### config.mk
export PLATFORM = sky130hd
export DESIGN_NAME = evil_bullet_pool
export DESIGN_NICKNAME = d
export VERILOG_FILES = /design/src/rtl/game_pkg.sv /design/src/rtl/evil_bullet_slot.sv /design/src/rtl/evil_bullet_pool.sv
export SDC_FILE = /design/constraint.sdc
export NUM_CORES = 1
export LEC_CHECK = 0
export BUFFER_PORTS_ARGS = -buffer_cell sky130_fd_sc_hd__buf_4
export CORE_ASPECT_RATIO = 1.1
export CORE_UTILIZATION = 54
export CTS_CLUSTER_DIAMETER = 80
export DETAILED_ROUTE_END_ITERATION = 7
export GPL_ROUTABILITY_DRIVEN = 0
export PLACE_DENSITY = 0.87
export REMOVE_ABC_BUFFERS = 1
export SYNTH_ARGS = -nofsm -noshare
export SYNTH_HDL_FRONTEND = slang
export SYNTH_SLANG_ARGS = --single-unit
### constraint.sdc
create_clock -name clk -period 8.1 [get_ports clk]
set_clock_uncertainty 0.1 [all_clocks]
set_input_delay 2.43 -clock clk [delete_from_list [all_inputs] [get_ports clk]]
set_output_delay 2.43 -clock clk [all_outputs]
set_load 0.005 [all_outputs]
### src/rtl/game_pkg.sv
// Shared game geometry and timing constants (half-extents in pixels, steps per update).
package game_pkg;

  localparam int BULLET_X       = 8;
  localparam int BULLET_Y       = 4;
  localparam int BULLET_STEP_X  = 4;
  localparam int PLAYER_X       = 16;
  localparam int PLAYER_Y       = 32;
  localparam int SQUAT_PLAYER_Y = 16;
  localparam int MAP_X          = 640;

  localparam int BULLET_STEP_Y       = 2;
  localparam int ENEMY_FIRE_COOLDOWN = 30;

endpackage

### src/rtl/evil_bullet_slot.sv
// One enemy bullet: leftward motion, player collision and off-screen retirement.
// With EVIL_BULLET_AIM_EN defined, y homes toward the player y latched at spawn.
module evil_bullet_slot
  import game_pkg::*;
(
  input  logic              clk,
  input  logic              rst_n,
  input  logic              spawn_i,
  input  logic signed [10:0] spawn_x_i,
  input  logic signed [9:0]  spawn_y_i,
  input  logic signed [10:0] x_player_i,
  input  logic signed [9:0]  y_player_i,
  input  logic              is_q_i,
  input  logic              defend_i,
  output logic signed [10:0] x_o,
  output logic signed [9:0]  y_o,
  output logic              is_e_o,
  output logic              hit_o,
  output logic              blocked_o
);

  localparam logic signed [11:0] Bx  = 12'(BULLET_X);
  localparam logic signed [11:0] By  = 12'(BULLET_Y);
  localparam logic signed [11:0] Sx  = 12'(BULLET_STEP_X);
  localparam logic signed [11:0] Px  = 12'(PLAYER_X);
  localparam logic signed [11:0] Py  = 12'(PLAYER_Y);
  localparam logic signed [11:0] Sqy = 12'(SQUAT_PLAYER_Y);

  logic signed [10:0] x_q, x_d;
  logic signed [9:0]  y_q, y_d;
  logic               ise_q, ise_d;
  logic signed [11:0] x_w, y_w, y_s, xp, yp, half_h;
  logic               hit_raw, off_scr;

`ifdef EVIL_BULLET_AIM_EN
  localparam logic signed [11:0] Sy = 12'(BULLET_STEP_Y);
  logic signed [9:0]  tgt_q, tgt_d;
  logic signed [11:0] dy;
`endif

  always_comb begin
    x_w    = {x_q[10], x_q} - Sx;
    y_s    = {{2{y_q[9]}}, y_q};
    xp     = {x_player_i[10], x_player_i};
    yp     = {{2{y_player_i[9]}}, y_player_i};
    half_h = is_q_i ? Sqy : Py;
`ifdef EVIL_BULLET_AIM_EN
    dy = {{2{tgt_q[9]}}, tgt_q} - y_s;
    if (dy <= Sy && dy >= -Sy) begin
      y_w = {{2{tgt_q[9]}}, tgt_q};
    end else if (dy > 0) begin
      y_w = y_s + Sy;
    end else begin
      y_w = y_s - Sy;
    end
`else
    y_w = y_s;
`endif
    hit_raw = ise_q
            && ((x_w - Bx) < (xp + Px))
            && ((x_w + Bx) > (xp - Px))
            && !(((y_w - By) > (yp + half_h)) || ((y_w + By) < (yp - half_h)));
    off_scr   = x_w < Bx;
    hit_o     = hit_raw & ~defend_i;
    blocked_o = hit_raw & defend_i;

    x_d   = x_q;
    y_d   = y_q;
    ise_d = ise_q;
`ifdef EVIL_BULLET_AIM_EN
    tgt_d = tgt_q;
`endif
    // Spawn only targets free slots, so it never competes with a live update.
    if (spawn_i) begin
      x_d   = spawn_x_i;
      y_d   = spawn_y_i;
      ise_d = 1'b1;
`ifdef EVIL_BULLET_AIM_EN
      tgt_d = y_player_i;
`endif
    end else if (ise_q) begin
      x_d   = x_w[10:0];
      y_d   = y_w[9:0];
      ise_d = !(hit_raw || off_scr);
    end
  end

  always_ff @(posedge clk or negedge rst_n) begin
    if (!rst_n) begin
      x_q   <= '0;
      y_q   <= '0;
      ise_q <= 1'b0;
`ifdef EVIL_BULLET_AIM_EN
      tgt_q <= '0;
`endif
    end else begin
      x_q   <= x_d;
      y_q   <= y_d;
      ise_q <= ise_d;
`ifdef EVIL_BULLET_AIM_EN
      tgt_q <= tgt_d;
`endif
    end
  end

  assign x_o    = x_q;
  assign y_o    = y_q;
  assign is_e_o = ise_q;

endmodule

### src/rtl/evil_bullet_pool.sv
// Pool of enemy bullets with lowest-free slot allocation, fire cooldown and hit aggregation.
// Optional aimed bullets are enabled by defining EVIL_BULLET_AIM_EN.
module evil_bullet_pool
  import game_pkg::*;
#(
  parameter int unsigned NUM_BULLETS   = 4,
  parameter int unsigned FIRE_COOLDOWN = ENEMY_FIRE_COOLDOWN
) (
  input  logic                              clk,
  input  logic                              rst_n,
  input  logic                              attack,
  input  logic signed [10:0]                xEnemy,
  input  logic signed [9:0]                 yEnemy,
  input  logic signed [10:0]                xPlayer,
  input  logic signed [9:0]                 yPlayer,
  input  logic                              isQ,
  input  logic                              defend,
  output logic [NUM_BULLETS*11-1:0]         x,
  output logic [NUM_BULLETS*10-1:0]         y,
  output logic [NUM_BULLETS-1:0]            isE,
  output logic                              isHit,
  output logic [$clog2(NUM_BULLETS+1)-1:0]  hitCount,
  output logic                              isBlocked,
  output logic                              cdBusy
);

  localparam int unsigned CdW = (FIRE_COOLDOWN == 0) ? 1 : $clog2(FIRE_COOLDOWN + 1);
  localparam int unsigned HcW = $clog2(NUM_BULLETS + 1);

  logic [CdW-1:0]         cd_q, cd_d;
  logic [NUM_BULLETS-1:0] free_sel, spawn_vec, hit_vec, blk_vec;
  logic                   any_free, accept;
  logic signed [10:0]     spawn_x;

  assign spawn_x = xEnemy - 11'(PLAYER_X + BULLET_X);

  // Allocation looks only at registered flags; a slot freed this cycle waits one cycle.
  always_comb begin
    free_sel = '0;
    any_free = 1'b0;
    for (int i = 0; i < int'(NUM_BULLETS); i++) begin
      if (!isE[i] && !any_free) begin
        free_sel[i] = 1'b1;
        any_free    = 1'b1;
      end
    end
    accept    = attack && (cd_q == '0) && any_free;
    spawn_vec = accept ? free_sel : '0;
  end

  always_comb begin
    cd_d = cd_q;
    if (accept) begin
      cd_d = CdW'(FIRE_COOLDOWN);
    end else if (cd_q != '0) begin
      cd_d = cd_q - CdW'(1);
    end
  end

  always_ff @(posedge clk or negedge rst_n) begin
    if (!rst_n) begin
      cd_q <= '0;
    end else begin
      cd_q <= cd_d;
    end
  end

  assign cdBusy = (cd_q != '0);

  for (genvar i = 0; i < int'(NUM_BULLETS); i++) begin : g_slot
    evil_bullet_slot u_slot (
      .clk        (clk),
      .rst_n      (rst_n),
      .spawn_i    (spawn_vec[i]),
      .spawn_x_i  (spawn_x),
      .spawn_y_i  (yEnemy),
      .x_player_i (xPlayer),
      .y_player_i (yPlayer),
      .is_q_i     (isQ),
      .defend_i   (defend),
      .x_o        (x[11*i +: 11]),
      .y_o        (y[10*i +: 10]),
      .is_e_o     (isE[i]),
      .hit_o      (hit_vec[i]),
      .blocked_o  (blk_vec[i])
    );
  end

  always_comb begin
    hitCount = '0;
    for (int i = 0; i < int'(NUM_BULLETS); i++) begin
      hitCount = hitCount + HcW'(hit_vec[i]);
    end
    isHit     = |hit_vec;
    isBlocked = |blk_vec;
  end

endmodule

==> results of run 1 <==
==> synthesized netlist by cell type, drive strengths merged (12+ instances only) <==
cell	n
o211ai	12
inv	91
dfrtp	93
o21ai	53
xor2	51
nand2	140
and3	12
a21o	21
nand4	24
nand3	56
a21oi	72
nor3	55
mux2	18
xnor2	95
clkbuf	28
ha	187
nor2	84
==> state kept, by name, summed over array words and instances (netlist names) <==
| register | cells |
|---|---|
| g_slot.u_slot.is_e_o | 4 |
| g_slot.u_slot.x_o | 44 |
| cd_q | 5 |
| g_slot.u_slot.y_o | 40 |
==> metrics by stage <==
step | power (mW) | util | instance area, µm² | hold WS, ns
after global routing | 3.32 | 0.678 | 13000 | 0.434
final | 3.07 | 0.678 | 13000 | 0.399
after global placement | 2.43 | 0.649 | 12400 | 0.379
after CTS | 2.98 | 0.671 | 12800 | 0.406
after detailed placement | 2.52 | 0.649 | 12400 | 0.396
after floorplan | 1.92 | - | 10300 | 0.365
==> critical path, cell delays in order <==
cell and delay, ns:
buf_8 0.10, buf_4 0.13, ha_2 0.18, fa_2 0.40, nand2b_1 0.13, nor3_2 0.06, nor2_1 0.24, ha_1 0.25
and3_4 0.21, nand3_1 0.09, a211oi_2 0.15, nand4b_1 0.14, o21ai_1 0.09, or4_4 0.52, nor2_4 0.10, fa_1 0.44
ha_2 0.21, ha_4 0.26, buf_6 0.08
==> final cells by class <==
cell class	count	area [µm²]	area share
clock buffers	11	243	0.0187
clock inverters	5	35.0	0.00270
repair buffers	235	1790	0.138
diodes	1	2.50	0.000193
flip-flops and latches	93	2330	0.180
well taps	247	309	0.0239
multi-input cells	1032	7910	0.610
inverters	92	345	0.0267
==> worst paths after layout <==
path	startpoint	to	cells past startpoint
worst max-delay path	isQ	hitCount[1]	19
worst min-delay path	cd_q[2]	cd_q[2]	1
worst max register to register	g_slot[3].u_slot.x_o[2]	g_slot[3].u_slot.is_e_o	17
worst min register to register	cd_q[2]	cd_q[2]	1
max in group asynchronous	rst_n	g_slot[1].u_slot.y_o[1]	2
min in group asynchronous	rst_n	g_slot[3].u_slot.x_o[10]	1
==> kinds of logic after synthesis <==
kind of cell | synth area share
flip-flops | 0.222
AO/OA/AOI/OAI | 0.141
multiplexers | 0.0298
XOR/XNOR | 0.125
adder cells (fa/ha/maj) | 0.229
AND/OR/NAND/NOR | 0.205
buffers and inverters | 0.0487
==> power by group <==
group / internal, mW / total, mW / switching [mW] / leakage, nW
combinational: 0.887 / 1.92 / 1.03 / 5.07
clock: 0.217 / 0.427 / 0.209 / 0.136
sequential: 0.554 / 0.723 / 0.169 / 1.11
==> placed cells by master, fill, tap and decap left out, types with 18 or more instances in the layout <==
master / netlist / final
nand2_1: 139 / 138
o21ai_0: 44 / 42
buf_4: 4 / 230
nor3_1: 48 / 45
nand4_1: 23 / 23
xor2_1: 50 / 48
nor2_1: 83 / 81
mux2_2: 18 / 18
a21oi_1: 71 / 67
ha_1: 187 / 179
a21o_1: 21 / 21
inv_1: 90 / 88
xnor2_1: 91 / 89
nand3_1: 56 / 55
dfrtp_1: 93 / 93
==> routing by layer <==
metal | track usage | up-vias | part of all wire
li1 | - | 4884 | -
met1 | 0.396 | 5143 | 0.37
met2 | 0.587 | 695 | 0.47
met3 | 0.0845 | 205 | 0.092
met4 | 0.239 | 2 | 0.072
met5 | 0 | - | 0.00033
==> timing repair <==
action                     4_1_cts  5_1_grt
hold endpoints to repair         0        0
gates resized for setup         30       21
setup buffers                    1        1
setup endpoints to repair        5        5
pin swaps                       19       20
==> flow_summary.yaml, run 1 <==
timing:
  rsz0062_at_grt: "yes"
  slew_headroom: 0.337
  min_period_ns: 8.76
  timing_hold_violations_final: 0
  setup_ws_ns: -0.659
  setup_viol: 5
  fmax_ghz: 0.114
  worst_slew_pin_slew_ns: 0.988
  slew_viol_final: 0
  setup_tns_ns: -2.39
  post-route-period-util: 1.08
clocking:
  cts_tree: "built"
  cts_inserted_buffers: 9
  clockRootBuffer: "clkbuf_16"
  clkLatencyLatePin_ns: 0.38
  clk_pin_slew_worst_paths_ns: 0.07
  ctsHtreeMaxLevel: 3
  clkSinkCount: 93
  cts_max_path_buffers: 2
  hold_buffers: 0
logic_synthesis:
  yosysSeqAreaShare: 0.222
  synth_top_cell_area_share: 0.223
  syn_avg_cell_area_um2: 8.36
  yosysWarnings: 0
  ys_ff_latch: 93
  synthArstFlopShare: 1.00
  ys_types: 69
  synth_cells: 1255
  ys_top_cells_by_area: "ha_1 22%, dfrtp_1 22%, xnor2_1 7.6%, nand2_1 5.0%, xor2_1 4.2%"
  synth_flop_cell: "dfrtp_1"
  syn_area_mm2: 0.0105
  synth_enable_flop_cells: 0
  yosys.area.top_type: "ha_1"
route:
  vias: 10900
  drt-initial-drc-count: 1134
  ant_nets: 0
  drt_drc_violations_left: 0
  wl_per_cell_um: 20.9
  drt_first_pass_iters: 6
  viasPerCell: 6.37
  wl_um: 35900
placement:
  place_ws_ns: -0.698
  dp_cells: 1697
  hpwlAfterDp_um: 26100
  io_buffer_count: 140
global_routing:
  grt_max_degree: 59
  grt_usage: 0.351
  grt_antenna_before_repair: 1
  overflow: 0
  grt_pass1_wl_um: 53900
  grt_pass1_vias: 10500
floorplanning:
  core_mm2: 0.0191
  fp.dieW_um: 135
  rows: 53
  die_h_um: 148
  dieArea_mm2: 0.0200
  pin_count: 141
  start_util: 0.549
finish:
  area_delta_synth_final_pct: 23.5
  nFillCells: 1427
  stdcell_count: 1716
  drive_above_1_share: 0.224
  finalNetCount: 1700
run_status:
  status: "finished, violations left"
  violations: "setup timing"
critical_path:
  cp-start-kind: "input pin"
  endpoint_kind: "output port"
  crit_fanout: 3
  worstPathArrival_ns: 6.23
  r2r_setup_slack_ns: 3.67
  crit_type: "input pin to output port"
  critPathRequiredTime_ns: 5.57
run:
  maxCapViolations: 0
power:
  vdd_drop_max_v: 0.000223
  leakage_nw: 6.31
  power.density_mw_per_mm2: 237
min_path:
  hold_path.class: "register to register"
No activity file was read; power rests on OpenSTA's default activity.
==> inputs of run 2 (changes only) <==
--- a/config.mk
+++ b/config.mk
@@ -5,13 +5,14 @@
 export SDC_FILE = /design/constraint.sdc
 export NUM_CORES = 1
 export LEC_CHECK = 0
+export ABC_AREA = 1
 export BUFFER_PORTS_ARGS = -buffer_cell sky130_fd_sc_hd__buf_4
 export CORE_ASPECT_RATIO = 1.1
-export CORE_UTILIZATION = 54
+export CORE_UTILIZATION = 55
 export CTS_CLUSTER_DIAMETER = 80
 export DETAILED_ROUTE_END_ITERATION = 7
 export GPL_ROUTABILITY_DRIVEN = 0
-export PLACE_DENSITY = 0.87
+export PLACE_DENSITY = 0.88
 export REMOVE_ABC_BUFFERS = 1
 export SYNTH_ARGS = -nofsm -noshare
 export SYNTH_HDL_FRONTEND = slang
==> flow_summary.yaml, run 2 <==
logic_synthesis:
  yosys.area.top_type: "ha_1"
  synth_enable_flop_cells: 0
  synth_cells: 1656
  syn_avg_cell_area_um2: 6.89
  yosysWarnings: 0
  synthArstFlopShare: 1.00
  ys_ff_latch: 93
  synth_flop_cell: "dfrtp_1"
  yosysSeqAreaShare: 0.204
  syn_area_mm2: 0.0114
  synthTopCellsByCount: "416 x nand2_1, 294 x inv_1, 187 x ha_1, 117 x nor2_1, 93 x dfrtp_1"
  ys_types: 49
  ys_top_cells_by_area: "ha_1 21%, dfrtp_1 20%, nand2_1 14%, inv_1 9.7%, xor2_1 6.7%"
  synth.most_common_cell: "nand2_1"
  synth_top_cell_area_share: 0.205
global_routing:
  grt_pass1_vias: 12300
  grt_usage: 0.349
  overflow: 0
  grt_max_degree: 57
  use_met3: 0.0567
  grt_antenna_before_repair: 0
  grt_busiest_layer: "met2"
  met2_usage: 0.602
  grt_pass1_wl_um: 59100
  grt_util_met1: 0.386
power:
  switching_share: 0.497
  clockPowerShare: 0.150
  p_comb_frac: 0.649
  pwr-share-seq: 0.201
  vdd_drop_max_v: 0.000272
  switching_power_mw: 1.71
  leakage_nw: 7.90
  finalPower_mw: 3.44
  p_int_mw: 1.73
  power.density_mw_per_mm2: 240
timing:
  min_period_ns: 8.36
  slew_viol_final: 0
  setup_ws_ns: -0.265
  timing.hold.ws_ns: 0.401
  rsz0062_at_grt: "yes"
  post-route-period-util: 1.03
  worst_slew_pin_slew_ns: 1.08
  setup_viol: 4
  slew_headroom: 0.272
  timing_hold_violations_final: 0
  fmax_ghz: 0.120
floorplanning:
  pin_count: 141
  die_h_um: 153
  rows: 54
  dieArea_mm2: 0.0213
  start_util: 0.568
  fp.dieW_um: 139
  core_mm2: 0.0201
run:
  maxCapViolations: 0
route:
  drt_drc_violations_left: 0
  viasPerCell: 6.09
  wl_um: 41000
  ant_nets: 0
  drt_first_pass_iters: 7
  vias: 12900
  wl_per_cell_um: 19.3
  drt-initial-drc-count: 1364
critical_path:
  path_cells: "buf_12 -> inv_4 -> buf_4 -> fa_2 -> nand3_4 -> xor2_4 -> buf_6 -> ha_4 -> nand3_2 -> inv_2 -> nand3_2 -> nor2_1 -> nor2_1 -> nand2_1 -> nand2_1 -> nand2_1 -> nand2_1 -> inv_2 -> nand3_4 -> inv_2 -> fa_1 -> ha_2 -> ha_4 -> buf_6"
  cp-start-kind: "input pin"
  worstPathArrival_ns: 5.83
  reg2reg_depth: 22
  critPathRequiredTime_ns: 5.57
  endpoint_kind: "output port"
  slowest_delay_ns: 0.54
  crit_fanout: 4
  reg2reg_from: "g_slot[3].u_slot.x_o[2]"
  crit_slowest_cell: "fa_1"
  crit_type: "input pin to output port"
  r2r_end: "g_slot[3].u_slot.is_e_o"
  critPathBufInv: 8
  crit_family: "adder cells"
  crit_start: "isQ"
  cp.depth: 24
  critPathCapture: "hitCount[1]"
  crit_top_cell: "nand2_1"
  r2r_setup_slack_ns: 4.21
clocking:
  clockRootBuffer: "clkbuf_16"
  cts_max_path_buffers: 2
  clkLatencyLatePin_ns: 0.38
  clk_pin_slew_worst_paths_ns: 0.08
  cts_inserted_buffers: 9
  ctsHtreeMaxLevel: 3
  clkSinkCount: 93
  cts_tree: "built"
finish:
  largest_reg_flops: 44
  nFillCells: 1402
  drive_above_1_share: 0.207
  layout_commonest_cell: "nand2_1"
  antenna_cells: 0
  finish.utilization: 0.715
  area_delta_synth_final_pct: 25.7
  finalNetCount: 2102
  multi_input_comb_area_mm2: 0.00847
  mostFrequentLayoutCells: "407 x nand2_1, 283 x inv_1, 210 x buf_4"
  seq_area_mm2: 0.00233
min_path:
  min_path_cells: 2
  hold_path.class: "register to register"
placement:
  io_buffer_count: 140
  hpwlAfterDp_um: 27100
run_status:
  violations: "setup timing"
  status: "finished, violations left"
[run 2: timing repair]
action / in CTS / in global routing
setup buffers: 16 / 9
hold buffers: 0 / 0
gates cloned: 0 / 0
gates resized for setup: 86 / 58
pin swaps: 43 / 45
hold endpoints to repair: 0 / 0
setup endpoints to repair: 3 / 5
[run 2: cells by family (layout without fill, tap and decap cells)]
logic type	count (synthesis)	in the layout	share of synthesized area
simple gates	725	725	0.276
buf+inv	333	547	0.116
compound gates	207	207	0.108
fa+ha+maj	190	190	0.210
xor+xnor	108	108	0.0856
flops	93	93	0.204
[run 2: cell type report]
cell class,count,share of cell area
clock buffer,9,0.0157
clock inverter,7,0.00811
multi-input combinational,1230,0.591
tap,252,0.0220
sequential,93,0.162
inverter,310,0.0818
timing repair buffer,221,0.119
[run 2: how the worst min path moves through the flow]
stage / start / to / slack [ns]
finish: cd_q[1] / cd_q[1] / 0.40
global route: cd_q[1] / cd_q[1] / 0.43
CTS: cd_q[1] / cd_q[1] / 0.40
detailed placement: cd_q[1] / cd_q[1] / 0.38
global placement: cd_q[1] / cd_q[1] / 0.38
floorplan: cd_q[0] / cd_q[0] / 0.36
[run 2: per-layer routing]
metal  vias up  part of all wire
met5         -                 0
met4         0             0.093
met3       357              0.10
met2       934              0.46
met1      5858              0.34
li1       5771                 -
[run 2: metrics by stage]
step / setup slack [ns] / std cells / setup TNS [ns] / cell area [µm²]
global placement: -0.301 / 2081 / -0.561 / 13000
finish: -0.265 / 2122 / -0.845 / 14300
CTS: 0.00512 / 2113 / 0 / 13900
floorplan: 0.234 / 1633 / 0 / 11200
detailed placement: -0.407 / 2081 / -0.876 / 13000
global route: -0.359 / 2122 / -1.19 / 14300
[run 2: power by group through the flow]
stage	sequential [mW]	clock, mW	combinational, mW
global route	0.700	0.530	2.47
global placement	0.685	0	1.83
CTS	0.681	0.511	2.01
detailed placement	0.689	0	1.91
finish	0.691	0.516	2.24
floorplan	0.661	0	1.33
[run 2: tightest hold or removal path, stage by stage (launching register included)]
cell     delay, ns
dfrtp_1       0.36
a21oi_1       0.07
inv_1         0.04
==> inputs of run 3 (changes only) <==
--- a/config.mk
+++ b/config.mk
@@ -8,11 +8,11 @@
 export ABC_AREA = 1
 export BUFFER_PORTS_ARGS = -buffer_cell sky130_fd_sc_hd__buf_4
 export CORE_ASPECT_RATIO = 1.1
-export CORE_UTILIZATION = 55
+export CORE_UTILIZATION = 61
 export CTS_CLUSTER_DIAMETER = 80
 export DETAILED_ROUTE_END_ITERATION = 7
 export GPL_ROUTABILITY_DRIVEN = 0
-export PLACE_DENSITY = 0.88
+export PLACE_DENSITY = 0.92
 export REMOVE_ABC_BUFFERS = 1
 export SYNTH_ARGS = -nofsm -noshare
 export SYNTH_HDL_FRONTEND = slang
==> constraint.sdc (replaced) <==
create_clock -name clk -period 7.8 [get_ports clk]
set_clock_uncertainty 0.1 [all_clocks]
set_input_delay 2.34 -clock clk [delete_from_list [all_inputs] [get_ports clk]]
set_output_delay 2.34 -clock clk [all_outputs]
set_load 0.005 [all_outputs]
==> flow_summary.yaml, run 3 (synthesis gave the netlist of run 2 again) <==
timing:
  setup_tns_ns: -2.89
  timing_hold_violations_final: 0
  fmax_ghz: 0.116
  setup_ws_ns: -0.805
  worst_slew_pin_slew_ns: 1.27
  slew_headroom: 0.150
  post-route-period-util: 1.10
  timing.hold.ws_ns: 0.400
  rsz0062_at_grt: "yes"
  slew_viol_final: 0
  setup_viol: 5
  min_period_ns: 8.60
placement:
  io_buffer_count: 140
  dp_cells: 2091
  hpwlAfterDp_um: 27400
  place_ws_ns: -0.558
  place_area_mm2: 0.0132
power:
  switching_share: 0.521
  power.density_mw_per_mm2: 259
  switching_power_mw: 1.96
  vdd_drop_max_v: 0.000278
  leakage_nw: 8.02
  clockPowerShare: 0.123
  pwr-share-seq: 0.190
  p_int_mw: 1.80
  p_comb_frac: 0.686
critical_path:
  cp-start-kind: "input pin"
  r2r_setup_slack_ns: 3.51
  path_cells: "buf_12 -> inv_4 -> ha_4 -> a21oi_2 -> nor2_4 -> nand3_4 -> xor2_4 -> ha_4 -> nand2_2 -> nor2_4 -> nand2_4 -> nand2_1 -> nor2_1 -> nand3_1 -> nand3_2 -> nand2_4 -> inv_2 -> nand3_2 -> inv_2 -> fa_2 -> ha_4 -> ha_4 -> buf_6"
  crit_type: "input pin to output port"
  critPathCapture: "hitCount[1]"
  worstPathArrival_ns: 6.16
  crit_fanout: 4
  crit_start: "isQ"
  r2r_end: "g_slot[2].u_slot.is_e_o"
  crit_top_cell: "ha_4"
  slowest_delay_ns: 0.58
  crit_slowest_cell: "fa_2"
  reg2reg_depth: 17
  endpoint_kind: "output port"
  reg2reg_from: "g_slot[2].u_slot.y_o[4]"
  critPathRequiredTime_ns: 5.36
floorplanning:
  dieArea_mm2: 0.0192
  die_h_um: 145
  fp.dieW_um: 132
  start_util: 0.622
  pin_count: 141
  rows: 52
  core_mm2: 0.0183
route:
  drt_drc_violations_left: 93
  wl_um: 47700
  vias: 13800
  drt_first_pass_iters: 8
  viasPerCell: 6.43
  ant_nets: 0
  drt-initial-drc-count: 1997
  wl_per_cell_um: 22.3
clocking:
  clk_pin_slew_worst_paths_ns: 0.07
  ctsHtreeMaxLevel: 3
  cts_inserted_buffers: 9
  cts_max_path_buffers: 2
  clkLatencyLatePin_ns: 0.38
  clkSinkCount: 93
  hold_buffers: 0
  clockRootBuffer: "clkbuf_16"
  cts_tree: "built"
finish:
  finalNetCount: 2125
  mostFrequentLayoutCells: "396 x nand2_1, 281 x inv_1, 227 x buf_4"
  layout_commonest_cell: "nand2_1"
  drive_above_1_share: 0.223
  area_delta_synth_final_pct: 27.6
  fin_area_mm2: 0.0146
  stdcell_count: 2139
  largest_reg_flops: 44
min_path:
  min_path_cells: 1
  hold_path.class: "register to register"
global_routing:
  grt_antenna_before_repair: 1
  grt_max_degree: 63
  grt_usage: 0.450
  overflow: 0
  grt_pass1_vias: 13000
  grt_pass1_wl_um: 66600
run_status:
  violations: "DRC, setup timing"
  status: "finished, violations left"
run:
  maxCapViolations: 0
==> run 3: worst min path at each step <==
stage | slack (ns) | endpoint | from
after CTS | 0.41 | cd_q[0] | cd_q[0]
after detailed placement | 0.40 | cd_q[1] | cd_q[1]
after global routing | 0.45 | cd_q[0] | cd_q[0]
after global placement | 0.38 | cd_q[0] | cd_q[0]
after floorplan | 0.36 | cd_q[0] | cd_q[0]
final | 0.40 | cd_q[0] | cd_q[0]
==> run 3: layout make-up <==
type,count,area [µm²]
Antenna cell,3,7.51
Timing Repair Buffer,244,1920
Fill cell,1111,3790
Clock buffer,10,239
Clock inverter,6,52.6
Multi-Input combinational cell,1230,8530
Inverter,310,1180
Sequential cell,93,2330
Tap cell,243,304
==> run 3: per-layer routing <==
layer  wire, µm  GRT usage  vias up
li1           -          -     5822
met1      14400      0.473     6107
met2      19800      0.700     1243
met3       7050      0.178      572
met4       6110      0.396        8
met5        229          0        -
==> run 3: power by group through the flow <==
stage | combinational [mW] | clock, mW | sequential, mW
6_report | 2.59 | 0.465 | 0.716
3_5_place_dp | 2.00 | 0 | 0.713
3_3_place_gp | 1.90 | 0 | 0.708
5_1_grt | 2.80 | 0.480 | 0.725
2_1_floorplan | 1.38 | 0 | 0.686
4_1_cts | 2.14 | 0.457 | 0.705
==> run 3: what timing repair did <==
| item | in CTS | in global routing |
|---|---|---|
| endpoints found under the setup margin | 4 | 5 |
| setup buffers | 19 | 15 |
| gates resized for setup | 103 | 66 |
| hold endpoints to repair | 0 | 0 |
| pin swaps | 45 | 35 |
==> run 3: critical path: cells and delay by family <==
kind	cells	cell delay (ns)
AOI/OAI and AO/OA	1	0.07
xor gates and xnor gates	1	0.23
adders and majority gates	5	1.54
buffers and inverters	5	0.36
and+or+nand+nor	11	1.60
==> run 3: through the flow <==
step                 util  power, mW
finish              0.793       3.77
global route        0.793       4.01
CTS                 0.771       3.30
detailed placement  0.718       2.71
global placement    0.718       2.60
floorplan               -       2.06
